[src/rtl/pwm_deadtime_gen.sv]
// Half-bridge PWM modulator: complementary hs/ls gate commands with dead time.
// Period/duty/deadtime are double-buffered and applied only at a period wrap or while disabled.
module pwm_deadtime_gen #(
   parameter int CNT_W = 10,
   parameter int DT_W  = 6
) (
   input  logic             clk,
   input  logic             rst,
   input  logic             en,
   input  logic [CNT_W-1:0] period,
   input  logic [CNT_W-1:0] duty,
   input  logic [DT_W-1:0]  deadtime,
   input  logic             load,
   output logic             update_ack,
   output logic             cycle_start,
   output logic             hs,
   output logic             ls
);

   typedef enum logic [1:0] {IDLE = 2'd0, HS_ON = 2'd1, LS_ON = 2'd2, DEAD = 2'd3} state_t;

   state_t           state_q, state_d;
   logic [CNT_W-1:0] cnt_q, cnt_d;
   logic [CNT_W-1:0] period_a_q, period_a_d, duty_a_q, duty_a_d;
   logic [CNT_W-1:0] period_s_q, period_s_d, duty_s_q, duty_s_d;
   logic [DT_W-1:0]  dt_a_q, dt_a_d, dt_s_q, dt_s_d;
   logic [DT_W-1:0]  dtc_q, dtc_d;
   logic             pending_q, pending_d;
   logic             update_ack_q, update_ack_d;
   logic             cycle_start_q, cycle_start_d;
   logic             pwm_r_q, pwm_r_d;
   logic             target_q, target_d;
   logic             hs_q, hs_d, ls_q, ls_d;
   logic             wrap, apply;

   always_ff @(posedge clk) begin
      if (rst) begin
         state_q       <= IDLE;
         cnt_q         <= '0;
         period_a_q    <= '0;
         duty_a_q      <= '0;
         dt_a_q        <= '0;
         period_s_q    <= '0;
         duty_s_q      <= '0;
         dt_s_q        <= '0;
         dtc_q         <= '0;
         pending_q     <= 1'b0;
         update_ack_q  <= 1'b0;
         cycle_start_q <= 1'b0;
         pwm_r_q       <= 1'b0;
         target_q      <= 1'b0;
         hs_q          <= 1'b0;
         ls_q          <= 1'b0;
      end else begin
         state_q       <= state_d;
         cnt_q         <= cnt_d;
         period_a_q    <= period_a_d;
         duty_a_q      <= duty_a_d;
         dt_a_q        <= dt_a_d;
         period_s_q    <= period_s_d;
         duty_s_q      <= duty_s_d;
         dt_s_q        <= dt_s_d;
         dtc_q         <= dtc_d;
         pending_q     <= pending_d;
         update_ack_q  <= update_ack_d;
         cycle_start_q <= cycle_start_d;
         pwm_r_q       <= pwm_r_d;
         target_q      <= target_d;
         hs_q          <= hs_d;
         ls_q          <= ls_d;
      end
   end

   // Counter, staging and apply. A load coinciding with an apply re-arms pending,
   // so its values wait for the following wrap.
   always_comb begin
      wrap          = (period_a_q < CNT_W'(2)) || (cnt_q == period_a_q - CNT_W'(1));
      apply         = pending_q && (!en || wrap);
      cnt_d         = (!en || wrap) ? '0 : cnt_q + CNT_W'(1);
      cycle_start_d = en && (cnt_q == '0);
      pwm_r_d       = en && (cnt_q < duty_a_q);
      update_ack_d  = apply;
      period_a_d    = apply ? period_s_q : period_a_q;
      duty_a_d      = apply ? duty_s_q   : duty_a_q;
      dt_a_d        = apply ? dt_s_q     : dt_a_q;
      period_s_d    = load ? period   : period_s_q;
      duty_s_d      = load ? duty     : duty_s_q;
      dt_s_d        = load ? deadtime : dt_s_q;
      pending_d     = load ? 1'b1 : (apply ? 1'b0 : pending_q);
   end

   always_comb begin
      state_d  = state_q;
      target_d = target_q;
      dtc_d    = dtc_q;
      if (!en) begin
         state_d = IDLE;
      end else begin
         case (state_q)
            IDLE: begin
               state_d  = DEAD;
               target_d = pwm_r_q;
               dtc_d    = dt_a_q;
            end
            HS_ON: if (!pwm_r_q) begin
               state_d  = DEAD;
               target_d = 1'b0;
               dtc_d    = dt_a_q;
            end
            LS_ON: if (pwm_r_q) begin
               state_d  = DEAD;
               target_d = 1'b1;
               dtc_d    = dt_a_q;
            end
            DEAD: begin
               // dtc is captured on entry only, so an update never shortens a dead gap
               target_d = pwm_r_q;
               if (dtc_q == '0) state_d = target_q ? HS_ON : LS_ON;
               else             dtc_d   = dtc_q - DT_W'(1);
            end
            default: state_d = IDLE;
         endcase
      end
      hs_d = (state_d == HS_ON);
      ls_d = (state_d == LS_ON);
   end

   assign update_ack  = update_ack_q;
   assign cycle_start = cycle_start_q;
   assign hs          = hs_q;
   assign ls          = ls_q;

endmodule

[config.mk]
export PLATFORM = sky130hd
export DESIGN_NAME = pwm_deadtime_gen
export DESIGN_NICKNAME = d
export VERILOG_FILES = /design/src/rtl/pwm_deadtime_gen.sv
export SDC_FILE = /design/constraint.sdc
export NUM_CORES = 1
export LEC_CHECK = 0
export ABC_AREA = 1
export BUFFER_PORTS_ARGS = -buffer_cell sky130_fd_sc_hd__buf_2
export CORE_UTILIZATION = 60
export CTS_BUF_LIST = sky130_fd_sc_hd__clkbuf_2 sky130_fd_sc_hd__clkbuf_4 sky130_fd_sc_hd__clkbuf_8
export CTS_CLUSTER_DIAMETER = 120
export CTS_CLUSTER_SIZE = 10
export DETAILED_ROUTE_END_ITERATION = 10
export PLACE_DENSITY = 0.91
export SETUP_SLACK_MARGIN = 0.3
export SLEW_MARGIN = 0
export SYNTH_ARGS = -nofsm -noshare
export SYNTH_HDL_FRONTEND = slang
export SYNTH_SLANG_ARGS = --single-unit
[constraint.sdc]
create_clock -name clk -period 5.5 [get_ports clk]
set_clock_uncertainty 0.2 [all_clocks]
set_input_delay 0.275 -clock clk [delete_from_list [all_inputs] [get_ports clk]]
set_output_delay 0.275 -clock clk [all_outputs]
set_load 0.1 [all_outputs]
# Word level (Yosys, flattened, before mapping)
# Index checks and enable logic that the tools add are counted.
# totals
regBits,77
in_bits,30
output_inout_bits,4
elab_cells,59
# op_classes
addsub,3
magnitude_cmp,2
n_eq_ne,9
n_mux,15
n_reduce_logical,14
# ops
op,n
case mux 6 bit (4 select lines),1
two-way mux 6 bit,3
"adder 10 x 1 -> 10 bit, second input constant",1
== test 10 bit,1
zero test 10 bit,1
less-than comparator 10 bit,1
"less-than comparator 10 x 2 -> 1 bit, second input constant",1
two-way mux 2 bit,5
"subtractor 10 x 1 -> 10 bit, second input constant",1
case mux 2 bit (4 select lines),1
"== test 2 bit, second input constant",3
zero test 6 bit,1
"inequality test 2 bit, second input constant",3
"subtractor 6 x 1 -> 6 bit, second input constant",1
"== test 2 x 1 -> 1 bit, second input constant",2
two-way mux 1 bit,4
AND reduction 4 bit,1
OR reduction 2 bit,2
logical AND 1 bit,3
case mux 1 bit (3 select lines),1
AND reduction 3 bit,1
zero test 2 bit,1
logical OR 1 bit,2
nonzero test 2 bit,1
zero test 1 bit,1

# Depth between registers and ports, before layout
# depth
word_depth,7
ltp_mapped,17

# Worst setup path before layout
# No wires, ideal clock.
# synth_timing
kind,reg-to-reg
startpoint,reg period_a_q[0]
endpoint,reg period_a_q[0]
setup_ns,0.115
t_arrival_ns,1.653
required_time_ns,5.185
path_slack_ns,3.532
stages_incl_launch_ff,16
path_buffers,1
path_cell_list,dfxtp_1 -> inv_1 -> ha_1 -> inv_1 -> nand2_1 -> nand2_1 -> nand2_1 -> nor2_1 -> nand4_1 -> nor2_1 -> nand2_1 -> nand2_4 -> buf_6 -> nand3_1 -> nand2_1 -> nor2_1
# synth_between
elab_chain_len,5
elab_cells_between_ends,6
cone_classes,add/sub: 1; order compare: 1; eq/ne: 1; reduce/logical: 3
# synth_rtl
item,line_no,source
from (decl),24,"logic [CNT_W-1:0] period_a_q, period_a_d, duty_a_q, duty_a_d;"
from (signal assigned),57,period_a_q <= period_a_d;
subtractor 10 x 1 -> 10 bit,77,wrap = (period_a_q < CNT_W'(2)) || (cnt_q == period_a_q - CNT_W'(1));
== test 10 bit,77,
logical OR 1 bit (*),77,
logical OR 1 bit (*),78,apply = pending_q && (!en || wrap);
logical AND 1 bit (*),78,
# Every way passes the cells marked *; elsewhere a longest branch is shown, timed or not.
# A chain may end at the register's enable or synchronous reset.

# Worst setup path after layout
# layout_timing
startpoint,reg period_a_q[0]
endpoint,reg period_a_q[9]
# The elaborated chain is that of the path after synthesis.

==> impl_metrics.env <==
export IMPL_synth_warning_count=0
export IMPL_path_clk_slew_ps=80
export IMPL_min_period_over_period_pct=45.8
export IMPL_htreeDepth=3
export IMPL_endpoint="period_a_q[9]"
export IMPL_grt_pass1_wl_mm=13.4
export IMPL_end_kind="flip-flop"
export IMPL_syn_area_um2=3780
export IMPL_fill_cells=454
export IMPL_finalWorstPathRequiredPeriod_ps=2520
export IMPL_fmax_mhz=397
export IMPL_die_area_um2=6630
export IMPL_syn_nets=576
export IMPL_cp_common_cell="nand2_1"
export IMPL_cp_arrival_ps=2560
export IMPL_tns_ps=0
export IMPL_slowest_stage="nand2_4"
export IMPL_antenna_found_initial=0
export IMPL_rsz0062_at_grt="no"
export IMPL_reg2reg_from="period_a_q[0]"
export IMPL_final_core_util_pct=71.3
export IMPL_drt_iter0_markers=229
export IMPL_grt_max_degree=56
export IMPL_detail_route_antenna_nets=0
export IMPL_slew_headroom_pct=27.2
export IMPL_finalSetupViolCount=0
export IMPL_path_delay_family="simple AND/OR/NAND/NOR gates"
export IMPL_dr_total_vias=3416
export IMPL_finalPower_w=0.00144
export IMPL_crit_required_ps=5550
export IMPL_path_cells="inv_1 > ha_1 > inv_1 > nand2_1 > nand2_1 > nand2_1 > nand2_1 > nand2_1 > nor2_1 > nand2_1 > nor2_1 > nand2_1 > nand2_4 > nand3_1 > nand2_1 > nor2_1"
export IMPL_cts_root_buffer="clkbuf_8"
export IMPL_drtPass1Iterations=5
export IMPL_startpoint="period_a_q[0]"
export IMPL_hold_violations=0
export IMPL_wirelength_mm=8.07
export IMPL_place_hpwl_mm=5.20
export IMPL_rr_worst_depth=16
export IMPL_drc=0
export IMPL_ios=34
export IMPL_die_w_um=81.4
export IMPL_drv_slew=0
export IMPL_yosys_most_used_dff="dfxtp_1"
export IMPL_core_rowCount=28
export IMPL_cts_buffers=9
export IMPL_yosysSeqAreaShare_pct=40.7
export IMPL_core_area_um2=5990
export IMPL_vdd_drop_max_v=0.000244
export IMPL_cpPeakStageDelay_ps=400
export IMPL_n_antenna_cell=0
export IMPL_hold_path_class="input pin to flip-flop"
export IMPL_grt_pass1_vias=2942
export IMPL_ys_seq_elements=77
export IMPL_post_drt_wl_per_cell_um=12.6
export IMPL_cp_depth=16
export IMPL_hold_slack_ps=3.39
export IMPL_clock_latency_ps=360
export IMPL_cts_buffer_depth=2
export IMPL_tightest_slew_ps=1090
export IMPL_ys_async_sr_fraction_pct=0
export IMPL_cts_tree="built"
export IMPL_cts_sinks=77
export IMPL_cellPowerDensity_nw_per_um2=336
export IMPL_io_buffer_count=33
export IMPL_postCtsSetupBuffers=0
export IMPL_syn2layout_area_growth_pct=12.9
export IMPL_status="completed"
export IMPL_syn_avg_cell_area_um2=7.15
export IMPL_synth_cell_type_count=31
export IMPL_rr_endpoint="period_a_q[9]"
export IMPL_critPathBufInv=2
export IMPL_start_util_pct=63.2
export IMPL_die_h_um=81.4
export IMPL_fin_nets=607
export IMPL_synth_cells=529
export IMPL_vias_per_cell=5.34
export IMPL_grt_total_usage_pct=27.0
export IMPL_p_leak_nw=1.87
export IMPL_synth_edf_count=0
export IMPL_worstPathMaxFanout=53
export IMPL_cap_violations=0
export IMPL_drive_above_1_share_pct=10.4
export IMPL_routabilityCongestion=0.916
export IMPL_grt_ovfl_total=0
export IMPL_crit_type="flip-flop to flip-flop"
export IMPL_critPathLaunchType="flip-flop"
export IMPL_reg2reg_slack_ps=2980
[stage by stage]
step	setup WS [ps]	instances	area (µm²)
after floorplan	3530	529	3780
after global placement	3110	612	3910
after detailed placement	3070	612	3910
after CTS	3010	640	4270
after global routing	2730	640	4270
final	2980	640	4270
[worst register-to-register path: cells and delay by family (launching register included)]
family	cells	cell delay, ps
fa+ha+maj	1	240
simple gates	13	1440
buf+inv	2	170
flops	1	360
[kinds of logic (layout without fill, tap and decap cells)]
family | Yosys count | in the layout | share of synthesized area (%)
fa+ha+maj | 17 | 17 | 5.62
buf+inv | 97 | 133 | 10.9
compound gates | 113 | 113 | 15.5
simple gates | 207 | 207 | 23.1
xor+xnor | 18 | 18 | 4.17
flops | 77 | 77 | 40.7
[final cells by class]
class / count / area, µm² / area share (%)
Clock buffer: 9 / 124 / 2.90
Clock inverter: 7 / 120 / 2.81
Inverter: 70 / 263 / 6.15
Multi-Input combinational cell: 355 / 1830 / 42.8
Sequential cell: 77 / 1540 / 36.1
Tap cell: 75 / 93.8 / 2.20
Timing Repair Buffer: 47 / 300 / 7.03
[cell usage after synthesis, types with 2 or more instances]
cell type,count,share of area [%]
buf_2,2,0.26
inv_2,2,0.20
nand4_1,4,0.66
nor3_1,7,0.93
a21oi_1,62,8.2
nand2_1,88,8.7
dfxtp_1,77,41
a31oi_1,4,0.66
buf_1,3,0.30
xnor2_1,7,1.6
buf_6,6,1.8
nor4_1,2,0.33
a211oi_1,2,0.40
nand3_1,38,5.0
inv_1,67,6.6
clkbuf_1,16,1.6
o21ai_0,40,5.3
xor2_1,11,2.5
ha_1,17,5.6
nor2_2,3,0.50
nor2_1,61,6.1
[state kept, by name, indices dropped and copies added, names as in the netlist, 2 cells and up]
| signal | flops |
|---|---|
| duty_a_q | 10 |
| period_s_q | 10 |
| period_a_q | 10 |
| dt_s_q | 6 |
| cnt_q | 10 |
| dtc_q | 6 |
| dt_a_q | 6 |
| duty_s_q | 10 |
| state_q | 2 |
[what timing repair did]
action / in CTS / in global routing
resized for setup: 0 / 0
hold buffers: 12 / 0
endpoints found under the hold margin: 15 / 0
[how the worst min path moves through the flow]
| stage | from | endpoint | cells after the start |
|---|---|---|---|
| after floorplan | rst | dtc_q[1] | 1 |
| after global placement | period_s_q[4] | period_s_q[4] | 2 |
| final | period[8] | period_s_q[8] | 3 |
| after CTS | period[9] | period_s_q[9] | 3 |
| after detailed placement | period_s_q[5] | period_s_q[5] | 2 |
| after global routing | duty[3] | duty_s_q[3] | 3 |
[cell usage in the layout, fill, tap and decap left out, drive strengths merged, types with 2 or more instances in the layout]
cell,n
or2,2
ha,17
clkbuf,9
a211oi,2
o21ai,41
buf,35
bufinv,3
xnor2,7
nand3,38
nor3,8
clkinv,2
dlygate4sd3,12
nor2,64
inv,71
nand2,89
nor4,2
a21oi,62
nand4,4
xor2,11
a31oi,4
dfxtp,77
[power by group]
part	total, W	switching [W]	internal (W)
registers	0.000630	0.0000290	0.000601
clock network	0.000521	0.000217	0.000304
logic	0.000286	0.000183	0.000103
total	0.00144	0.000429	0.00101
[routing by layer]
| layer | global-route usage [%] | part of all wire (%) | routed length [µm] |
|---|---|---|---|
| met1 | 34.8 | 44 | 3580 |
| met2 | 42.1 | 48 | 3890 |
| met3 | 8.11 | 5.7 | 461 |
| met4 | 10.7 | 1.7 | 135 |
| met5 | 0 | 0 | 0 |
Power figures use the tool's default switching activity.
